<file path="src/rtl/decode_stage.sv">
// rtl/decode_stage.sv - RV32I decode stage: control decode, register file, immediates, ID/EX register
//
// Ports:
//   clk_i, reset_i                      clock, synchronous active-high reset
//   pc_DECODE, instruction_DECODE       instruction in decode, from IF/ID
//   RegWrite/rd/Result_WRITEBACK        register file write port
//   stall_DECODE, flush_EXECUTE         hold / bubble the ID/EX register
//   rs1_DECODE, rs2_DECODE              combinational source indices for the hazard unit
//   *_EXECUTE                           ID/EX register contents feeding execute
//
// Optional feature: define REGFILE_BYPASS_EN to make the register file
// write-through (a same-cycle write to the read address is returned).
module decode_stage #(
  parameter int XLEN  = 32,
  parameter int NREGS = 32
) (
  input  logic            clk_i,
  input  logic            reset_i,
  input  logic [XLEN-1:0] pc_DECODE,
  input  logic [31:0]     instruction_DECODE,
  input  logic            RegWrite_WRITEBACK,
  input  logic [4:0]      rd_WRITEBACK,
  input  logic [XLEN-1:0] Result_WRITEBACK,
  input  logic            stall_DECODE,
  input  logic            flush_EXECUTE,
  output logic [4:0]      rs1_DECODE,
  output logic [4:0]      rs2_DECODE,
  output logic            RegWrite_EXECUTE,
  output logic            MemWrite_EXECUTE,
  output logic            Jump_EXECUTE,
  output logic            Branch_EXECUTE,
  output logic            ALUSrc_EXECUTE,
  output logic [1:0]      ResultSrc_EXECUTE,
  output logic [2:0]      ALUControl_EXECUTE,
  output logic [XLEN-1:0] RD1_EXECUTE,
  output logic [XLEN-1:0] RD2_EXECUTE,
  output logic [XLEN-1:0] ImmExt_EXECUTE,
  output logic [XLEN-1:0] pc_EXECUTE,
  output logic [XLEN-1:0] PCPlus4_EXECUTE,
  output logic [4:0]      rs1_EXECUTE,
  output logic [4:0]      rs2_EXECUTE,
  output logic [4:0]      rd_EXECUTE
);

  localparam logic [6:0] OP_LW    = 7'b0000011;
  localparam logic [6:0] OP_SW    = 7'b0100011;
  localparam logic [6:0] OP_R     = 7'b0110011;
  localparam logic [6:0] OP_BEQ   = 7'b1100011;
  localparam logic [6:0] OP_IALU  = 7'b0010011;
  localparam logic [6:0] OP_JAL   = 7'b1101111;

  localparam logic [2:0] ALU_ADD = 3'b000;
  localparam logic [2:0] ALU_SUB = 3'b001;
  localparam logic [2:0] ALU_AND = 3'b010;
  localparam logic [2:0] ALU_OR  = 3'b011;
  localparam logic [2:0] ALU_SLT = 3'b101;

  logic [6:0] opcode;
  logic [2:0] funct3;
  logic       funct7_b5;
  logic [4:0] rd_d;

  assign opcode     = instruction_DECODE[6:0];
  assign funct3     = instruction_DECODE[14:12];
  assign funct7_b5  = instruction_DECODE[30];
  assign rd_d       = instruction_DECODE[11:7];
  assign rs1_DECODE = instruction_DECODE[19:15];
  assign rs2_DECODE = instruction_DECODE[24:20];

  // Immediate formats, all sign-extended from instr[31]
  logic [XLEN-1:0] imm_i, imm_s, imm_b, imm_j;
  assign imm_i = {{(XLEN-12){instruction_DECODE[31]}}, instruction_DECODE[31:20]};
  assign imm_s = {{(XLEN-12){instruction_DECODE[31]}}, instruction_DECODE[31:25],
                  instruction_DECODE[11:7]};
  assign imm_b = {{(XLEN-12){instruction_DECODE[31]}}, instruction_DECODE[7],
                  instruction_DECODE[30:25], instruction_DECODE[11:8], 1'b0};
  assign imm_j = {{(XLEN-20){instruction_DECODE[31]}}, instruction_DECODE[19:12],
                  instruction_DECODE[20], instruction_DECODE[30:21], 1'b0};

  // ALU operation from funct3; the funct7 sub bit only matters for R-type,
  // since for addi instr[30] is part of the immediate.
  logic [2:0] alu_funct;
  always_comb begin
    alu_funct = ALU_ADD;
    case (funct3)
      3'b000:  alu_funct = (opcode == OP_R && funct7_b5) ? ALU_SUB : ALU_ADD;
      3'b010:  alu_funct = ALU_SLT;
      3'b110:  alu_funct = ALU_OR;
      3'b111:  alu_funct = ALU_AND;
      default: alu_funct = ALU_ADD;
    endcase
  end

  logic            reg_write_d, mem_write_d, jump_d, branch_d, alu_src_d;
  logic [1:0]      result_src_d;
  logic [2:0]      alu_ctrl_d;
  logic [XLEN-1:0] imm_d;

  // Unrecognised opcodes decode to all-zero controls so they behave as bubbles.
  // Loads, stores and jal use the ALU as an adder regardless of funct3.
  always_comb begin
    reg_write_d  = 1'b0;
    mem_write_d  = 1'b0;
    jump_d       = 1'b0;
    branch_d     = 1'b0;
    alu_src_d    = 1'b0;
    result_src_d = 2'b00;
    alu_ctrl_d   = ALU_ADD;
    imm_d        = '0;
    case (opcode)
      OP_LW: begin
        reg_write_d  = 1'b1;
        alu_src_d    = 1'b1;
        result_src_d = 2'b01;
        imm_d        = imm_i;
      end
      OP_SW: begin
        mem_write_d = 1'b1;
        alu_src_d   = 1'b1;
        imm_d       = imm_s;
      end
      OP_R: begin
        reg_write_d = 1'b1;
        alu_ctrl_d  = alu_funct;
      end
      OP_BEQ: begin
        branch_d   = 1'b1;
        alu_ctrl_d = ALU_SUB;
        imm_d      = imm_b;
      end
      OP_IALU: begin
        reg_write_d = 1'b1;
        alu_src_d   = 1'b1;
        alu_ctrl_d  = alu_funct;
        imm_d       = imm_i;
      end
      OP_JAL: begin
        reg_write_d  = 1'b1;
        jump_d       = 1'b1;
        result_src_d = 2'b10;
        imm_d        = imm_j;
      end
      default: ;
    endcase
  end

  // Register file: x0 is never written and always reads as zero
  logic [XLEN-1:0] regs [NREGS];
  logic            wb_en;
  assign wb_en = RegWrite_WRITEBACK && (rd_WRITEBACK != 5'd0);

  always_ff @(posedge clk_i) begin
    if (reset_i) begin
      for (int i = 0; i < NREGS; i++) regs[i] <= '0;
    end else if (wb_en) begin
      regs[rd_WRITEBACK] <= Result_WRITEBACK;
    end
  end

  logic [XLEN-1:0] rd1_d, rd2_d;
  always_comb begin
    rd1_d = (rs1_DECODE == 5'd0) ? '0 : regs[rs1_DECODE];
    rd2_d = (rs2_DECODE == 5'd0) ? '0 : regs[rs2_DECODE];
`ifdef REGFILE_BYPASS_EN
    if (wb_en && rd_WRITEBACK == rs1_DECODE) rd1_d = Result_WRITEBACK;
    if (wb_en && rd_WRITEBACK == rs2_DECODE) rd2_d = Result_WRITEBACK;
`else
`endif
  end

  // ID/EX pipeline register: reset > flush > stall > load
  always_ff @(posedge clk_i) begin
    if (reset_i || flush_EXECUTE) begin
      RegWrite_EXECUTE   <= 1'b0;
      MemWrite_EXECUTE   <= 1'b0;
      Jump_EXECUTE       <= 1'b0;
      Branch_EXECUTE     <= 1'b0;
      ALUSrc_EXECUTE     <= 1'b0;
      ResultSrc_EXECUTE  <= 2'b00;
      ALUControl_EXECUTE <= 3'b000;
      RD1_EXECUTE        <= '0;
      RD2_EXECUTE        <= '0;
      ImmExt_EXECUTE     <= '0;
      pc_EXECUTE         <= '0;
      PCPlus4_EXECUTE    <= '0;
      rs1_EXECUTE        <= 5'd0;
      rs2_EXECUTE        <= 5'd0;
      rd_EXECUTE         <= 5'd0;
    end else if (!stall_DECODE) begin
      RegWrite_EXECUTE   <= reg_write_d;
      MemWrite_EXECUTE   <= mem_write_d;
      Jump_EXECUTE       <= jump_d;
      Branch_EXECUTE     <= branch_d;
      ALUSrc_EXECUTE     <= alu_src_d;
      ResultSrc_EXECUTE  <= result_src_d;
      ALUControl_EXECUTE <= alu_ctrl_d;
      RD1_EXECUTE        <= rd1_d;
      RD2_EXECUTE        <= rd2_d;
      ImmExt_EXECUTE     <= imm_d;
      pc_EXECUTE         <= pc_DECODE;
      PCPlus4_EXECUTE    <= pc_DECODE + XLEN'(4);
      rs1_EXECUTE        <= rs1_DECODE;
      rs2_EXECUTE        <= rs2_DECODE;
      rd_EXECUTE         <= rd_d;
    end
  end

endmodule

</file>
<file path="config.mk">
export PLATFORM = sky130hd
export DESIGN_NAME = decode_stage
export DESIGN_NICKNAME = d
export VERILOG_FILES = /design/src/rtl/decode_stage.sv
export SDC_FILE = /design/constraint.sdc
export NUM_CORES = 2
export LEC_CHECK = 0
export ABC_CLOCK_PERIOD_IN_PS = 2100
export CAP_MARGIN = 20
export CORE_MARGIN = 4
export CORE_UTILIZATION = 57
export CTS_BUF_LIST = sky130_fd_sc_hd__clkbuf_8
export DETAILED_ROUTE_END_ITERATION = 12
export PLACE_DENSITY = 0.79
export SYNTH_ARGS = -nofsm -noshare
export SYNTH_HDL_FRONTEND = slang
export SYNTH_SLANG_ARGS = --single-unit
export TNS_END_PERCENT = 1
</file>
<file path="constraint.sdc">
create_clock -name clk_i -period 2.1 [get_ports clk_i]
set_input_delay 0.42 -clock clk_i [delete_from_list [all_inputs] [get_ports clk_i]]
set_output_delay 0.42 -clock clk_i [all_outputs]
set_load 0.02 [all_outputs]
</file>
==> results.cfg <==
[outcome]
status = finished with violations
violations = negative setup slack

[setup_path]
reg2reg_from = regs[9][9]$_SDFFCE_PN0P_
critPathSlowestCell = dfxtp_2
critical-path-max-stage-delay_ns = 0.45
path_cells = dlygate4sd2_1
r2r_cells = 5
r2r_end = RD2_EXECUTE[9]$_SDFFE_PP0N_
startpoint = ImmExt_EXECUTE[30]$_SDFFE_PP0N_
crit_path_end_kind = output pin
critPathBufInv = 1
critPathArrivalTime_ns = 1.70
cpLargestDelayFamily = flip-flops
cp_max_fo = 13
ff2ff_setup_slack_ns = 0.16
crit_required_ns = 1.68
crit_path_start_kind = flip-flop
crit_type = flip-flop to output pin

[cells_and_area]
layout_common_cells = edfxtp_1, and2_1, mux2i_1
final_common_cell = edfxtp_1
final_layout_size_suffix_gt1_share_pct = 24.9
fin_util_pct = 69.0
fillers = 7038
nets = 4985
area_growth_pct = 19.5
fin_area_um2 = 73100

[die]
core-area_um2 = 106000
die_h_um = 336
std_cell_rows = 119
io_pins = 301
die_area_um2 = 113000
die_w_um = 336
start_util_pct = 57.8

[placement]
dp_slack_ns = -0.445
hpwl_um = 132000
place_congestion = 0.941
portBuffers = 300
placed_area_um2 = 69400

[drt]
via_count = 43094
drt_first_pass_iters = 6
drc = 0
drtIter0Drc = 6246
drtAntennaViolNets = 0
drt_wl_total_um = 201000
wire_per_inst_um = 31.2
via_per_inst = 6.69

[yosys]
syn_avg_cell_area_um2 = 14.1
yosysSeqAreaShare_pct = 55.9
synth_cells = 4332
async_flop_share_pct = 0
yosysWarnings = 0
synth_cell_types = 58
netlist_area_um2 = 61200
synth_edf_count = 1024
synth_flop_cell = edfxtp_1
synth_seq_cells = 1196

[flow_run]
maxCapViolations = 0

[hold_path]
hold_path_startpoint = instruction_DECODE[19]
min_path_type = primary input to flip-flop
whs_path_depth = 4
whs_endpoint = ImmExt_EXECUTE[19]$_SDFFE_PP0N_

[timing]
period_share_pct = 101
fin_skew_ns = 0.0532
fmax_ghz = 0.471
setup_viol = 8
hold_violations = 0
max_slew_margin_pct = 53.1
finalWorstSetupSlack_ns = -0.0227
tightest_slew_ns = 0.700
slew_violations = 0
rsz0062_at_grt = true
layout_min_cycle_time_ns = 2.12
timing.hold.ws_ns = 0.0724

[clock_network]
clock_sinks = 1196
cts_tree = done
clockRootBuffer = clkbuf_8
clk_latency_ns = 0.92
cts_htree_levels = 4
clk_path_buf_depth = 3
numCtsBuffers = 194
clk_pin_slew_ns = 0.06

[pwr]
pwr-share-clk_pct = 36.1
power_switching_mw = 14.2
ir_drop_mv = 0.500
seqPwrFrac_pct = 51.2
p_total_mw = 54.2
p_int_mw = 40.1
power.density_nw_per_um2 = 742
p_leak_nw = 27.7
pwr-share-comb_pct = 12.7
p_sw_share_pct = 26.1

[grt]
antenna_found_initial = 20
grt_pass1_wl_um = 290000
grt_pass1_vias = 43298
overflow = 0
grt.total_usage_pct = 35.4
grt_max_degree = 86
## registers in the layout (all words and copies together), names as in the netlist, 2 cells and up
signal	cells
rs2_EXECUTE	5
rd_EXECUTE	5
RD2_EXECUTE	32
ImmExt_EXECUTE	21
ALUControl_EXECUTE	3
regs	1024
pc_EXECUTE	32
rs1_EXECUTE	5
PCPlus4_EXECUTE	30
ResultSrc_EXECUTE	2
RD1_EXECUTE	32
## power by group through the flow
| stage | Combinational, mW | Sequential [mW] | Clock (mW) |
|---|---|---|---|
| after floorplan | 3.68 | 28.0 | 0 |
| after global placement | 6.68 | 28.1 | 0 |
| after detailed placement | 6.79 | 28.2 | 0 |
| after CTS | 6.76 | 27.7 | 19.6 |
| after global routing | 7.12 | 27.9 | 20.8 |
| final | 6.87 | 27.8 | 19.6 |
## final cells by class
cell class,instances,area [µm²],share of cell area (%)
clock buffers,214,2950,4.03
well taps,1391,1740,2.38
diodes,8,20.0,0.0274
clock inverters,144,763,1.04
repair buffers,776,8300,11.4
inverters,14,52.6,0.0719
flip-flops and latches,1196,34200,46.8
multi-input cells,2696,25000,34.3
## what timing repair did
| action | 4_1_cts | 5_1_grt |
|---|---|---|
| buffers inserted | 0 | 0 |
| gates resized for setup | 327 | 17 |
| hold buffers | 1 | 0 |
| endpoints found under the hold margin | 1 | 0 |
| endpoints found under the setup margin | 187 | 21 |
## layer usage
| metal | vias to the layer above | global-route usage (%) | wire [µm] |
|---|---|---|---|
| li1 | 17515 | - | - |
| met3 | 726 | 12.7 | 30200 |
| met5 | - | 0.383 | 90 |
| met4 | 6 | 18.4 | 11700 |
| met2 | 3629 | 54.8 | 91400 |
| met1 | 21218 | 44.2 | 67300 |
## through the flow
step,instances,setup TNS (ns)
detailed placement,6072,-628.76
finish,6439,-0.140
CTS,6431,-0.987
global route,6434,-0.698
global placement,6072,-594.42
floorplan,4363,-0.00929
## worst min-delay path: cells and delay by family
family | cells | cell delay [ns]
buffers and inverters | 2 | 0.32
AND/OR/NAND/NOR | 1 | 0.09
AO/OA/AOI/OAI | 1 | 0.06
## cell usage after synthesis, types with 2 or more instances
master,number,area share (%)
and3_1,10,0.10
o2111ai_1,64,0.92
xor2_1,18,0.26
buf_12,7,0.23
a22o_1,10,0.14
a21oi_1,79,0.65
inv_1,13,0.080
nor2b_1,34,0.35
mux4_2,357,13
o21ai_0,20,0.16
nor3b_1,2,0.025
a211oi_1,27,0.33
clkbuf_1,273,1.7
buf_4,51,0.63
mux4_1,27,1.2
or2_2,32,0.33
nand2_1,124,0.76
and2_1,999,10
buf_6,15,0.28
or3b_2,2,0.029
xnor2_1,10,0.14
mux2i_1,402,6.6
nand4_1,11,0.11
a211o_1,64,0.92
dfxtp_1,172,5.6
nand3b_1,6,0.074
and4_1,3,0.043
edfxtp_1,1024,50
a22oi_1,193,2.4
clkbuf_4,2,0.025
a221oi_1,8,0.11
nand3_1,19,0.16
a222oi_1,4,0.065
nor4_4,2,0.070
nor2_1,108,0.66
or3_1,2,0.020
nand2b_1,3,0.031
buf_1,3,0.018
nor4b_4,2,0.078
buf_2,106,0.87
nor3_1,7,0.057
## worst max path at each step
stage / end / slack, ns / cells past startpoint
after detailed placement: regs[7][30]$_SDFFCE_PN0P_ / -0.44 / 5
after floorplan: regs[24][0]$_SDFFCE_PN0P_ / -0.0001 / 5
final: ImmExt_EXECUTE[24] / -0.02 / 1
after CTS: ImmExt_EXECUTE[21] / -0.09 / 1
after global routing: ImmExt_EXECUTE[28] / -0.08 / 1
after global placement: regs[7][27]$_SDFFCE_PN0P_ / -0.42 / 5
## cell families (layout without fill, tap and decap cells)
family	count (synthesis)	in the layout	synth area share [%]
AND/OR/NAND/NOR	1372	1372	13.2
flip-flops	1196	1196	55.9
multiplexers	786	786	20.9
AO/OA/AOI/OAI	477	477	5.79
buffers and inverters	471	1148	3.80
XOR/XNOR	28	28	0.401
adder cells (fa/ha/maj)	1	1	0.0204
other	1	40	0.00613
Power figures use the tool's default switching activity.
